`src/rtl/fifo_pkg.sv`:
```
// Shared FIFO types: the registered status bundle and the pointer-width helper.
// Intended to be reused by single- and dual-clock FIFO controllers.
package fifo_pkg;

    typedef struct packed {
        logic full;
        logic empty;
        logic almost_full;
        logic almost_empty;
        logic ovf;
        logic udf;
    } fifo_status_t;

    // One extra wrap bit above the RAM address distinguishes full from empty.
    function automatic int pntr_width(input int awidth);
        return awidth + 1;
    endfunction

endpackage

```
`src/rtl/fifo_ctrl.sv`:
```
// Single-clock FIFO controller: write/read pointers, occupancy count and
// registered status flags that gate the dual-port FIFO RAM.
module fifo_ctrl
    import fifo_pkg::*;
#(
    parameter int AWIDTH             = 3,
    parameter int ALMOST_FULL_VALUE  = 6,
    parameter int ALMOST_EMPTY_VALUE = 2
) (
    input  logic              clk_i,
    input  logic              srst_i,
    input  logic              wr_req_i,
    input  logic              rd_req_i,
    output logic [AWIDTH-1:0] wr_pntr_o,
    output logic [AWIDTH-1:0] rd_pntr_o,
    output logic              full_o,
    output logic              empty_o,
    output logic              almost_full_o,
    output logic              almost_empty_o,
    output logic [AWIDTH:0]   usedw_o,
    output logic              ovf_o,
    output logic              udf_o
);

    localparam int PW    = pntr_width(AWIDTH);
    localparam int DEPTH = 2 ** AWIDTH;

    localparam logic [PW-1:0] DEPTH_W = PW'(DEPTH);
    localparam logic [PW-1:0] AF_W    = PW'(ALMOST_FULL_VALUE);
    localparam logic [PW-1:0] AE_W    = PW'(ALMOST_EMPTY_VALUE);

    localparam fifo_status_t STATUS_RST = '{
        full:         1'b0,
        empty:        1'b1,
        almost_full:  1'b0,
        almost_empty: 1'b1,
        ovf:          1'b0,
        udf:          1'b0
    };

    if (AWIDTH < 1) begin : g_bad_awidth
        $error("fifo_ctrl: AWIDTH must be at least 1");
    end
    if (ALMOST_FULL_VALUE < 1 || ALMOST_FULL_VALUE > DEPTH) begin : g_bad_af
        $error("fifo_ctrl: ALMOST_FULL_VALUE outside 1..2**AWIDTH");
    end
    if (ALMOST_EMPTY_VALUE < 1 || ALMOST_EMPTY_VALUE > DEPTH) begin : g_bad_ae
        $error("fifo_ctrl: ALMOST_EMPTY_VALUE outside 1..2**AWIDTH");
    end

    logic [PW-1:0] wr_pntr_reg, wr_pntr_next;
    logic [PW-1:0] rd_pntr_reg, rd_pntr_next;
    logic [PW-1:0] usedw_reg, usedw_next;
    fifo_status_t  status_reg, status_next;

    logic wr_acc;
    logic rd_acc;

    // Acceptance uses the registered flags, matching the RAM's own gating.
    assign wr_acc = wr_req_i & ~status_reg.full;
    assign rd_acc = rd_req_i & ~status_reg.empty;

    always_comb begin
        wr_pntr_next = wr_pntr_reg + PW'(wr_acc);
        rd_pntr_next = rd_pntr_reg + PW'(rd_acc);
        usedw_next   = usedw_reg + PW'(wr_acc) - PW'(rd_acc);

        status_next              = status_reg;
        status_next.full         = (usedw_next == DEPTH_W);
        status_next.empty        = (usedw_next == '0);
        status_next.almost_full  = (usedw_next >= AF_W);
        status_next.almost_empty = (usedw_next < AE_W);
        status_next.ovf          = status_reg.ovf | (wr_req_i & status_reg.full);
        status_next.udf          = status_reg.udf | (rd_req_i & status_reg.empty);
    end

    always_ff @(posedge clk_i) begin
        if (!srst_i) begin
            wr_pntr_reg <= '0;
            rd_pntr_reg <= '0;
            usedw_reg   <= '0;
            status_reg  <= STATUS_RST;
        end else begin
            wr_pntr_reg <= wr_pntr_next;
            rd_pntr_reg <= rd_pntr_next;
            usedw_reg   <= usedw_next;
            status_reg  <= status_next;
        end
    end

    // RAM addresses are the pointers without the wrap bit.
    for (genvar gi = 0; gi < AWIDTH; gi++) begin : g_pntr_out
        assign wr_pntr_o[gi] = wr_pntr_reg[gi];
        assign rd_pntr_o[gi] = rd_pntr_reg[gi];
    end

    assign usedw_o        = usedw_reg;
    assign full_o         = status_reg.full;
    assign empty_o        = status_reg.empty;
    assign almost_full_o  = status_reg.almost_full;
    assign almost_empty_o = status_reg.almost_empty;
    assign ovf_o          = status_reg.ovf;
    assign udf_o          = status_reg.udf;

endmodule

```
`config.mk`:
```
export PLATFORM = sky130hd
export DESIGN_NAME = fifo_ctrl
export DESIGN_NICKNAME = d
export VERILOG_FILES = /design/src/rtl/fifo_pkg.sv /design/src/rtl/fifo_ctrl.sv
export SDC_FILE = /design/constraint.sdc
export NUM_CORES = 1
export LEC_CHECK = 0
export CAP_MARGIN = 20
export CORE_MARGIN = 8
export CORE_UTILIZATION = 35
export CTS_BUF_LIST = sky130_fd_sc_hd__clkbuf_8
export CTS_CLUSTER_SIZE = 28
export DETAILED_ROUTE_END_ITERATION = 6
export DONT_BUFFER_PORTS = 1
export PLACE_DENSITY = 0.49
export SKIP_CTS_REPAIR_TIMING = 1
export SYNTH_ARGS = -nofsm -noshare
export SYNTH_HDL_FRONTEND = slang
export SYNTH_SLANG_ARGS = --single-unit
export TNS_END_PERCENT = 100
```
`constraint.sdc`:
```
create_clock -name clk_i -period 6.7 [get_ports clk_i]
set_clock_uncertainty 0.1 [all_clocks]
set_input_delay 1.34 -clock clk_i [delete_from_list [all_inputs] [get_ports clk_i]]
set_output_delay 1.34 -clock clk_i [all_outputs]
set_load 0.005 [all_outputs]
```
==> flow_metrics.tcl <==
set metrics [dict create \
    end_kind "register" \
    post_synth_xor_area_fraction_pct 7.75 \
    rsz0062_at_grt "no" \
    criticalPathCategory "input pin to register" \
    ys_types 22 \
    n_antenna_cell 0 \
    core_sq_um 1900 \
    seq_area_frac_synth_pct 47.2 \
    overflow 0 \
    required_ps 6770 \
    multi_input_area_sq_um 343 \
    grt_pass1_wl_microns 2060 \
    yosys_register_bits 16 \
    netlist_top_cells_count "dfxtp_1 (16), and2_1 (9), ha_1 (6)" \
    synth_top_family_by_area "simple AND/OR/NAND/NOR gates" \
    dieArea_sq_um 3600 \
    p_per_area_nw_per_um2 519 \
    die_x_microns 60.0 \
    fin_area_sq_um 763 \
    ys_warn_count 0 \
    largest_register_ffs 4 \
    drt_iter0_drc 8 \
    grt_pass1_vias 435 \
    layout-drive-gt1-share_pct 12.3 \
    drc 0 \
    initial_utilization_pct 35.7 \
    wire_per_inst_microns 14.1 \
    hp-class "register to register" \
    synth.largest_area_cell "dfxtp_1" \
    grt_max_degree 17 \
    synthAdderAreaFrac_pct 14.0 \
    fmax_ghz 0.337 \
    post-route-period-util_pct 44.4 \
    synth_compound_area_share_pct 9.96 \
    antenna_found_initial 0 \
    routed_wirelength_microns 1300 \
    ys.flop_type "dfxtp_1" \
    synth_mux_area_share_pct 0 \
    yosys.area_share.simple_pct 18.8 \
    num_rows 16 \
    fp.dieH_microns 60.0 \
    fin_setup_tns_ps 0 \
    max_cap_viol_count 0 \
    io_pins 20 \
    status "completed" \
    cts_tree "yes" \
    grt_use_total_pct 7.99 \
    clkSinkCount 16 \
    worstMarginPinSlew_ps 453 \
    post-route-min-period_ps 2970 \
    synth.area.top_cells "dfxtp_1 (47%), ha_1 (11%), and2_1 (8.3%)" \
    finalHoldViolCount 0 \
    synthDominantCellAreaShare_pct 47.2 \
    critical_path.max_fanout 5 \
    setup_ws_ps 3730 \
    synthArstFlopShare_pct 0 \
    syn_nets 73 \
    synth_most_common_cell "dfxtp_1" \
    vias_per_cell 4.72 \
    first_pass_iters 5 \
    clock_path_buffers 2 \
    area_growth_pct 12.5 \
    worstSkewPairLatency_ps 250 \
    start_kind "input pin" \
    hpwl_microns 995 \
    slew_headroom_pct 69.8 \
    ctsRootBufferMaster "clkbuf_8" \
    dp_slack_ps 3490 \
    finalNetCount 77 \
    port_buffers 0 \
    ff_latch_area_sq_um 320 \
    avgSynthCellArea_sq_um 10.9 \
    leakage_nw 0.340 \
    vias 434 \
    gp_congestion 0.836 \
    num-fill-cells 192 \
    synthCells 62 \
    clkTransAtPathRegs_ps 60 \
    slew_violations 0 \
    setup_viol 0 \
    ant_nets 0 \
    vdd_ir_drop_max_mv 0.227 \
    cp.arrival_ps 3040 \
    cts_max_level 1 \
    synth-edff-count 0 \
    cts_buffers 3 \
    placed_cell_area_sq_um 708 \
    synthesis.area_sq_um 678 \
]
-- cells in the final DEF, fill, tap and decap left out, types with 2 or more instances in the layout --
| cell type | count |
|---|---|
| dfxtp_1 | 16 |
| and2_1 | 9 |
| ha_1 | 6 |
| xor2_1 | 4 |
| a21oi_1 | 4 |
| clkbuf_8 | 4 |
| inv_1 | 3 |
| nor2b_1 | 3 |
| xnor2_1 | 2 |
| and2_2 | 2 |
-- routing by layer --
| layer | vias up | routed length [microns] | track usage [%] |
|---|---|---|---|
| li1 | 212 | - | - |
| met5 | - | 0 | 0 |
| met2 | 22 | 641 | 12.3 |
| met3 | 0 | 180 | 6.24 |
| met1 | 200 | 477 | 7.87 |
| met4 | 0 | 0 | 3.06 |
-- worst paths after layout --
check | from | endpoint | slack (ps) | depth (start not counted)
worst min-delay path | udf_o$_SDFF_PN0_ | udf_o$_SDFF_PN0_ | 430 | 2
worst max register to register | empty_o$_SDFF_PN1_ | empty_o$_SDFF_PN1_ | 4470 | 7
worst max-delay path | rd_req_i | empty_o$_SDFF_PN1_ | 3730 | 7
worst min register to register | udf_o$_SDFF_PN0_ | udf_o$_SDFF_PN0_ | 430 | 2
-- power breakdown --
group / total (mW) / internal (mW) / switching [mW]
logic: 0.159 / 0.0755 / 0.0833
clock network: 0.0849 / 0.0521 / 0.0328
registers: 0.152 / 0.127 / 0.0257
-- cell type report --
| class | instances | share of cell area, % |
|---|---|---|
| tap | 27 | 4.43 |
| multi-input combinational | 42 | 44.9 |
| inverter | 3 | 1.48 |
| sequential | 16 | 42.0 |
| clock buffer | 4 | 7.21 |
-- critical path, stage by stage --
cell     delay (ps)
nor2b_1         290
xnor2_1         120
ha_1            220
fa_1            380
xor2_1          200
or3_1           340
o31ai_2         160
-- logic make-up (layout without fill, tap and decap cells) --
logic type	Yosys count	in the layout
buffers and inverters	4	7
adders and majority gates	7	7
AOI/OAI and AO/OA	9	9
DFF	16	16
xor gates and xnor gates	6	6
and+or+nand+nor	20	20
-- through the flow --
stage,power (mW),cells,util (%),hold WS [ps]
after floorplan,0.280,62,-,382
after global placement,0.315,88,37.2,413
after detailed placement,0.315,88,37.2,419
after CTS,0.405,92,40.1,434
after global routing,0.430,92,40.1,470
final,0.396,92,40.1,426
Note: power is estimated with default switching activity, not from simulation.
